## src/rtl/pingpong_match_ctrl.sv

```systemverilog
// Match controller for a two-paddle pong game: start sync, serve/play/point/over FSM, scoring.
// Optional macro PINGPONG_AUTO_SERVE_EN adds an automatic serve after SERVE_FRAMES frame ticks.
module pingpong_match_ctrl #(
  parameter int WIN_SCORE    = 7,
  parameter int POINT_FRAMES = 60,
  parameter int SERVE_FRAMES = 90,
  parameter int BOARD_W      = 100,
  parameter int BOARD_H      = 20,
  parameter int BALL_SZ      = 16,
  parameter int BOARD2_V     = 580
) (
  input  logic       pixel_clk,
  input  logic       rst,
  input  logic       frame_tick,
  input  logic       start_btn,
  input  logic [9:0] ball_h,
  input  logic [9:0] ball_v,
  input  logic       ball_v_dir,
  input  logic [9:0] board1_h,
  input  logic [9:0] board2_h,
  output logic       ball_run,
  output logic       ball_center,
  output logic       serve_dir,
  output logic       bounce_v,
  output logic [3:0] score1,
  output logic [3:0] score2,
  output logic [1:0] winner,
  output logic [2:0] state
);

  typedef enum logic [2:0] {
    ST_IDLE  = 3'd0,
    ST_SERVE = 3'd1,
    ST_PLAY  = 3'd2,
    ST_POINT = 3'd3,
    ST_OVER  = 3'd4
  } state_t;

  localparam logic [10:0] BOARD_W_W  = 11'(BOARD_W);
  localparam logic [10:0] BOARD_H_W  = 11'(BOARD_H);
  localparam logic [10:0] BALL_SZ_W  = 11'(BALL_SZ);
  localparam logic [10:0] BOARD2_V_W = 11'(BOARD2_V);
  localparam logic [3:0]  WIN_W      = 4'(WIN_SCORE);
  localparam logic [7:0]  POINT_LAST = 8'(POINT_FRAMES - 1);
`ifdef PINGPONG_AUTO_SERVE_EN
  localparam logic [7:0]  SERVE_LAST = 8'(SERVE_FRAMES - 1);
`else
  logic unused_serve_cfg;
  assign unused_serve_cfg = ^8'(SERVE_FRAMES);
`endif

  state_t     state_q, state_d;
  logic [3:0] score1_q, score1_d, score2_q, score2_d;
  logic [1:0] winner_q, winner_d;
  logic       serve_dir_q, serve_dir_d;
  logic       bounce_q, bounce_d;
  logic [7:0] frame_cnt_q, frame_cnt_d;
  logic       sync1_q, sync2_q, sync3_q, start_q;

  // Two-flop synchroniser, then a registered rising-edge detect gives a one-cycle start.
  always_ff @(posedge pixel_clk or posedge rst) begin
    if (rst) begin
      sync1_q <= 1'b0;
      sync2_q <= 1'b0;
      sync3_q <= 1'b0;
      start_q <= 1'b0;
    end else begin
      sync1_q <= start_btn;
      sync2_q <= sync1_q;
      sync3_q <= sync2_q;
      start_q <= sync2_q & ~sync3_q;
    end
  end

  logic [10:0] ball_h_w, ball_v_w, pad_h_w;
  logic        top_zone, bot_zone, overlap;
  logic [3:0]  scorer_score;

  // Widened to 11 bits so that coordinate + size never wraps near the right/bottom edge.
  assign ball_h_w     = {1'b0, ball_h};
  assign ball_v_w     = {1'b0, ball_v};
  assign pad_h_w      = ball_v_dir ? {1'b0, board2_h} : {1'b0, board1_h};
  assign top_zone     = !ball_v_dir && (ball_v_w <= BOARD_H_W);
  assign bot_zone     = ball_v_dir && ((ball_v_w + BALL_SZ_W) >= BOARD2_V_W);
  assign overlap      = ((ball_h_w + BALL_SZ_W) >= pad_h_w) && (ball_h_w <= (pad_h_w + BOARD_W_W));
  assign scorer_score = serve_dir_q ? score1_q : score2_q;

  always_comb begin
    state_d     = state_q;
    score1_d    = score1_q;
    score2_d    = score2_q;
    winner_d    = winner_q;
    serve_dir_d = serve_dir_q;
    bounce_d    = 1'b0;
    frame_cnt_d = frame_cnt_q;
    case (state_q)
      ST_IDLE: begin
        frame_cnt_d = '0;
        if (start_q) begin
          score1_d    = '0;
          score2_d    = '0;
          serve_dir_d = 1'b1;
          state_d     = ST_SERVE;
        end
      end
      ST_SERVE: begin
`ifdef PINGPONG_AUTO_SERVE_EN
        if (start_q) begin
          frame_cnt_d = '0;
          state_d     = ST_PLAY;
        end else if (frame_tick) begin
          if (frame_cnt_q == SERVE_LAST) begin
            frame_cnt_d = '0;
            state_d     = ST_PLAY;
          end else begin
            frame_cnt_d = frame_cnt_q + 8'd1;
          end
        end
`else
        if (start_q) begin
          state_d = ST_PLAY;
        end
`endif
      end
      ST_PLAY: begin
        frame_cnt_d = '0;
        if (frame_tick && !start_q && (top_zone || bot_zone)) begin
          if (overlap) begin
            bounce_d = 1'b1;
          end else begin
            // The player opposite the missing paddle scores and receives the next serve direction.
            if (ball_v_dir) begin
              score1_d    = (score1_q == 4'd15) ? 4'd15 : score1_q + 4'd1;
              serve_dir_d = 1'b1;
            end else begin
              score2_d    = (score2_q == 4'd15) ? 4'd15 : score2_q + 4'd1;
              serve_dir_d = 1'b0;
            end
            state_d = ST_POINT;
          end
        end
      end
      ST_POINT: begin
        if (frame_tick && !start_q) begin
          if (frame_cnt_q == POINT_LAST) begin
            frame_cnt_d = '0;
            if (scorer_score >= WIN_W) begin
              winner_d = serve_dir_q ? 2'b01 : 2'b10;
              state_d  = ST_OVER;
            end else begin
              state_d = ST_SERVE;
            end
          end else begin
            frame_cnt_d = frame_cnt_q + 8'd1;
          end
        end
      end
      ST_OVER: begin
        frame_cnt_d = '0;
        if (start_q) begin
          score1_d    = '0;
          score2_d    = '0;
          winner_d    = 2'b00;
          serve_dir_d = 1'b1;
          state_d     = ST_SERVE;
        end
      end
      default: begin
        frame_cnt_d = '0;
        state_d     = ST_IDLE;
      end
    endcase
  end

  always_ff @(posedge pixel_clk or posedge rst) begin
    if (rst) begin
      state_q     <= ST_IDLE;
      score1_q    <= '0;
      score2_q    <= '0;
      winner_q    <= 2'b00;
      serve_dir_q <= 1'b1;
      bounce_q    <= 1'b0;
      frame_cnt_q <= '0;
    end else begin
      state_q     <= state_d;
      score1_q    <= score1_d;
      score2_q    <= score2_d;
      winner_q    <= winner_d;
      serve_dir_q <= serve_dir_d;
      bounce_q    <= bounce_d;
      frame_cnt_q <= frame_cnt_d;
    end
  end

  // Motion controls decode straight from the state register so reset takes effect at once.
  assign ball_run    = (state_q == ST_PLAY);
  assign ball_center = (state_q != ST_PLAY);
  assign serve_dir   = serve_dir_q;
  assign bounce_v    = bounce_q;
  assign score1      = score1_q;
  assign score2      = score2_q;
  assign winner      = winner_q;
  assign state       = state_q;

endmodule

```

## config.mk

```make
export PLATFORM = sky130hd
export DESIGN_NAME = pingpong_match_ctrl
export DESIGN_NICKNAME = d
export VERILOG_FILES = /design/src/rtl/pingpong_match_ctrl.sv
export SDC_FILE = /design/constraint.sdc
export NUM_CORES = 1
export LEC_CHECK = 0
export CAP_MARGIN = 20
export CORE_MARGIN = 1
export CORE_UTILIZATION = 49
export DETAILED_ROUTE_END_ITERATION = 10
export GPL_TIMING_DRIVEN = 0
export PLACE_DENSITY = 0.87
export SKIP_LAST_GASP = 1
export SLEW_MARGIN = 0
export SYNTH_ARGS = -nofsm -noshare
export SYNTH_HDL_FRONTEND = slang
export SYNTH_SLANG_ARGS = --single-unit
```

## constraint.sdc

```tcl
create_clock -name pixel_clk -period 2.6 [get_ports pixel_clk]
set_input_delay 0.65 -clock pixel_clk [delete_from_list [all_inputs] [get_ports pixel_clk]]
set_output_delay 0.65 -clock pixel_clk [all_outputs]
set_load 0.01 [all_outputs]
```

After elaboration in Yosys (flattened, before gate mapping) --
Index checks and enable logic that the tools add are counted.
Storage, ports and cells: memories kept 0, output and inout bits 17, register bits after elaboration 27, latch bits 0, RAM bits 0, memory bits (read-only) 0
Operators by class: equality and inequality tests 18, order comparisons 5, reduce and logical (&&, ||, !) cells 18, shifts and indexed selects 0, multiply operators 0, div/mod/pow operators 0, muxes and demuxes 38, bitwise gates (word level) 3, $add $sub $neg 6
Operators by type and width (count):
- $mux W4 | 10
- $add A10 B5 Y11 const B | 2
- $mux W3 | 7
- $mux W8 | 2
- $ne A2 B2 Y1 const B | 8
- $pmux W4 S2 | 2
- $pmux W8 S2 | 1
- $reduce_and A5 Y1 | 3
- $pmux W3 S4 | 1
- $add A10 B7 Y11 const B | 1
- $ge A11 B10 Y1 | 1
- $ge A11 B10 Y1 const B | 1
- $le A10 B11 Y1 | 1
- $le A10 B5 Y1 const B | 1
- $mux W10 | 1
- $mux W2 | 5
- $add A4 B1 Y4 const B | 2
- $add A8 B1 Y8 const B | 1
- $eq A4 B4 Y1 const B | 2
- $eq A8 B6 Y1 const B | 1
- $mux W1 | 7
- $eq A3 B2 Y1 const B | 2
- $reduce_and A6 Y1 | 1
- $logic_and A1 B1 Y1 | 5
- other kinds (16) | 20

Logic depth before layout (Yosys ltp) --
depth after elaboration 7, gate-level depth with buffers 19, gate-level depth less buffers 16

Least setup slack after synthesis --
Ideal clock, no wire load.
path type input port to flip-flop, from input port ball_v_dir, to register score1_q[0], in the netlist score1[0], arrival time 4.228 ns, path slack -1.753 ns, stages on the path 19, setup time 0.125 ns, cell sequence buf_4 buf_2 mux2i_1 inv_1 ha_1 a21oi_1 nand2_1 a21boi_0 nor2_1 xor2_1 ha_1 nand2_1 or3_1 o221ai_1 o311ai_2 a22oi_4 and2_1 buf_6 mux2_4
Between the ends: cells in the longest elaborated chain, start to end 6
RTL lines:
- start: declaration | line 18 | input logic ball_v_dir,
- $mux W10 / $logic_not A1 Y1 (equally long branches) | line 82, 83
- $add A10 B7 Y11 / $logic_and A1 B1 Y1 (equally long branches) | line 85, 83
- $le A10 B11 Y1 / $logic_or A1 B1 Y1 (equally long branches) | line 85, 127
- $logic_and A1 B1 Y1 (on tied branches) | line 85, 127
- $ne A2 B2 Y1 (no line) / $ne A2 B1 Y1 (equally long branches)
- $reduce_and A5 Y1 (no line) (*)
- end signal: assignment | line 186 | score1_q <= score1_d;
- end: declaration | line 53 | logic [3:0] score1_q, score1_d, score2_q, score2_d;
Every way passes the cells marked *; elsewhere a longest branch is shown, timed or not. A chain may end at the register's enable or synchronous reset.

Worst setup path after layout --
from input port ball_v_dir, to register score2_q[0], in the netlist score2[0]
Between the ends: cells in the longest elaborated chain, start to end 6
RTL lines:
- $mux W10 / $logic_not A1 Y1 (equally long branches) | line 82, 83
- $add A10 B7 Y11 / $logic_and A1 B1 Y1 (equally long branches) | line 85, 83
- $le A10 B11 Y1 / $logic_or A1 B1 Y1 (equally long branches) | line 85, 127
- $logic_and A1 B1 Y1 (on tied branches) | line 85, 127
- $ne A2 B2 Y1 (no line) / $ne A2 B1 Y1 (equally long branches)
- $reduce_and A5 Y1 (no line) (*)
- end signal: assignment | line 187 | score2_q <= score2_d;
- end: declaration | line 53
Marked as above.

==> results.ini <==
[setup_path]
worstPathArrival_ns = 3.83
path_depth = 19
reg2reg_from = state[1]
endpoint = score2[0]
r2r_end = score2[1]
cp_data_required_time_ns = 2.77
reg2reg_slack_ns = 0.23
worstSetupPathType = in -> reg
cp_common_cell = buf_12
slowest_delay_ns = 0.35
cp_max_fo = 5
reg2reg_depth = 7
startpoint = ball_v_dir
critPathTopFamily = compound AO/OA/AOI/OAI gates
crit_chain = buf_12 > buf_12 > mux2i_4 > inv_2 > ha_4 > a21oi_2 > nand2_1 > a21boi_2 > nor2_1 > xor2_1 > ha_1 > nand2_2 > or3_4 > o221ai_4 > o311ai_4 > a22oi_4 > buf_6 > nand2_4 > mux2_4
crit_buf_inv = 4
cp-end-kind = register
start_kind = input pin
cp_slowest_cell = or3_4

[cts]
cts_tree = yes
root_buffer = clkbuf_8
clk_pin_slew_worst_paths_ns = 0.10
htreeDepth = 1
clockBufferDepth = 2
cts.sinks = 27
clock_latency_ns = 0.28
numCtsBuffers = 3

[pwr]
p_int_mw = 1.28
powerDensity_nw_per_um2 = 646
switching_share_pct = 41.2
ir_worst_vdd_mv = 0.596
p_sw_uw = 899
clkPwrFrac_pct = 11.1
seqPwrFrac_pct = 29.0
power_mw = 2.18
comb_power_share_pct = 59.8
cellLeakagePower_nw = 1.51

[synth]
yosys_warnings = 0
synth_top_area_cell = dfrtp_1
synth_top_cell_area_share_pct = 27.7
synth_top_family_by_area = compound AO/OA/AOI/OAI gates
synthesis.nets = 338
ys_top_cells_by_count = 28 x nand2_1, 26 x dfrtp_1, 25 x ha_1
netlist_area_um2 = 2350
yosysMostFrequentCell = nand2_1
synth_compound_area_share_pct = 21.0
synth-edff-count = 0
ys_async_sr_fraction_pct = 100
synth.distinct_cells = 58
syn_avg_cell_area_um2 = 8.75
synth_xor_xnor_area_share_pct = 4.85
synthFlopType = dfrtp_1
synthMuxAreaShare_pct = 6.67
synth_area_leaders = dfrtp_1 28%, ha_1 13%, a21oi_1 4.7%
seq_area_frac_synth_pct = 28.9
synth_seq_cells = 27
syn_inst = 268
synth-simple-area-share_pct = 20.3
synth_fa_ha_area_share_pct = 13.3

[sta]
finalSetupViolCount = 11
worstMarginPinSlew_ns = 0.762
hold_viol_final = 0
fin_crit_sh_pct = 140
fmaxAchievable_ghz = 0.274
rsz0062_at_grt = true
fin_skew_ns = 0.00976
finalCriticalPeriod_ns = 3.65
fin_tns_setup_ns = -10.38
fin_ws_ns = -1.05
maxSlewViolCount = 0
hold_ws_ns = 0.368
slew_headroom_pct = 47.8

[grt]
grt_use_total_pct = 25.1
grt_pass1_vias = 2326
grt_pass1_wl_um = 10200
antenna_found_initial = 0
overflow = 0
grt_max_degree = 28

[die]
num_rows = 24
core-area_um2 = 4470
ios = 62
start_util_pct = 52.4
die_y_um = 71.2
die_x_um = 71.2
die-area_um2 = 5070

[place]
gp_congestion = 0.890
post-dp-hpwl_um = 4480
place_inst = 380
portBuffers = 60

[cells_and_area]
final_nets = 424
num-fill-cells = 294
drive_above_1_share_pct = 18.1
area_growth_pct = 44.1
area.sequential_um2 = 677
fin_cells = 405
n_antenna_cell = 0
multiInputGateArea_um2 = 1670

[run]
cap_violations = 0

[detailed_routing]
drtAntennaViolNets = 0
drt_pass1_iterations = 10
vias_per_cell = 6.03
post_drt_wl_per_cell_um = 16.7
vias = 2444
drt-initial-drc-count = 186
routed_wirelength_um = 6750
drc_errors = 3

[hold_path]
hp-class = reg -> reg

[outcome]
status = finished, violations left
violations = design-rule violations, negative setup slack

placed cells by master, fill, tap and decap left out, types with 12 or more instances in the layout:
cell type	count
o21ai_0	12
ha_1	24
clkdlybuf4s50_1	55
inv_1	14
a21oi_1	20
dfrtp_1	26
buf_4	19
nor2_1	16
nand3_1	12
nand2_1	24
how the worst min path moves through the flow:
stage	to	startpoint	slack [ns]	cells past startpoint
final	sync2_q	sync1_q	0.37	0
after global routing	sync2_q	sync1_q	0.37	0
after CTS	sync2_q	sync1_q	0.37	0
after detailed placement	sync2_q	sync1_q	0.34	0
after global placement	sync2_q	sync1_q	0.33	0
after floorplan	sync2_q	sync1_q	0.33	0
cell families after synthesis:
group,count (synthesis)
fa+ha+maj,25
simple gates,93
mux,13
compound gates,73
xor+xnor,13
flops,27
buf+inv,24
state kept, by name (all words and copies together) (netlist names), 2 cells and up:
register     cells
frame_cnt_q      8
score1           4
score2           4
state            3
winner           2
power groups by stage:
stage	clock [mW]	combinational, mW	sequential [mW]
global placement	0	1.09	0.631
CTS	0.244	1.20	0.628
finish	0.243	1.30	0.634
floorplan	0	0.677	0.651
detailed placement	0	1.12	0.635
global route	0.262	1.41	0.649
per-layer routing:
layer / GRT usage [%] / vias up / share of wire, %
met3: 4.84 / 18 / 6.6
met4: 7.33 / 0 / 2.3
met1: 31.9 / 1168 / 42
li1: - / 1153 / -
met5: 0 / - / 0
met2: 43.3 / 105 / 49
area by class of cell:
| class | instances | area share [%] |
|---|---|---|
| Buffer | 6 | 1.89 |
| Clock inverter | 1 | 0.222 |
| Inverter | 17 | 2.04 |
| Sequential cell | 27 | 20.0 |
| Timing Repair Buffer | 82 | 23.3 |
| Clock buffer | 3 | 1.22 |
| Tap cell | 52 | 1.93 |
| Multi-Input combinational cell | 217 | 49.4 |
repair_timing:
item	in CTS	in global routing
pin swaps	11	10
endpoints found under the setup margin	12	11
gates cloned	0	0
hold buffers	0	0
setup buffers	16	5
gates resized for setup	16	11
through the flow:
stage          instance area, um2  setup WS, ns  util [%]
2_1_floorplan                2400         -1.35         -
3_3_place_gp                 3070         -1.73      68.5
3_5_place_dp                 3070         -1.85      68.5
4_1_cts                      3270         -1.06      73.1
5_1_grt                      3380         -1.16      75.5
6_report                     3380         -1.05      75.5
Note: power is estimated with default switching activity, not from simulation.
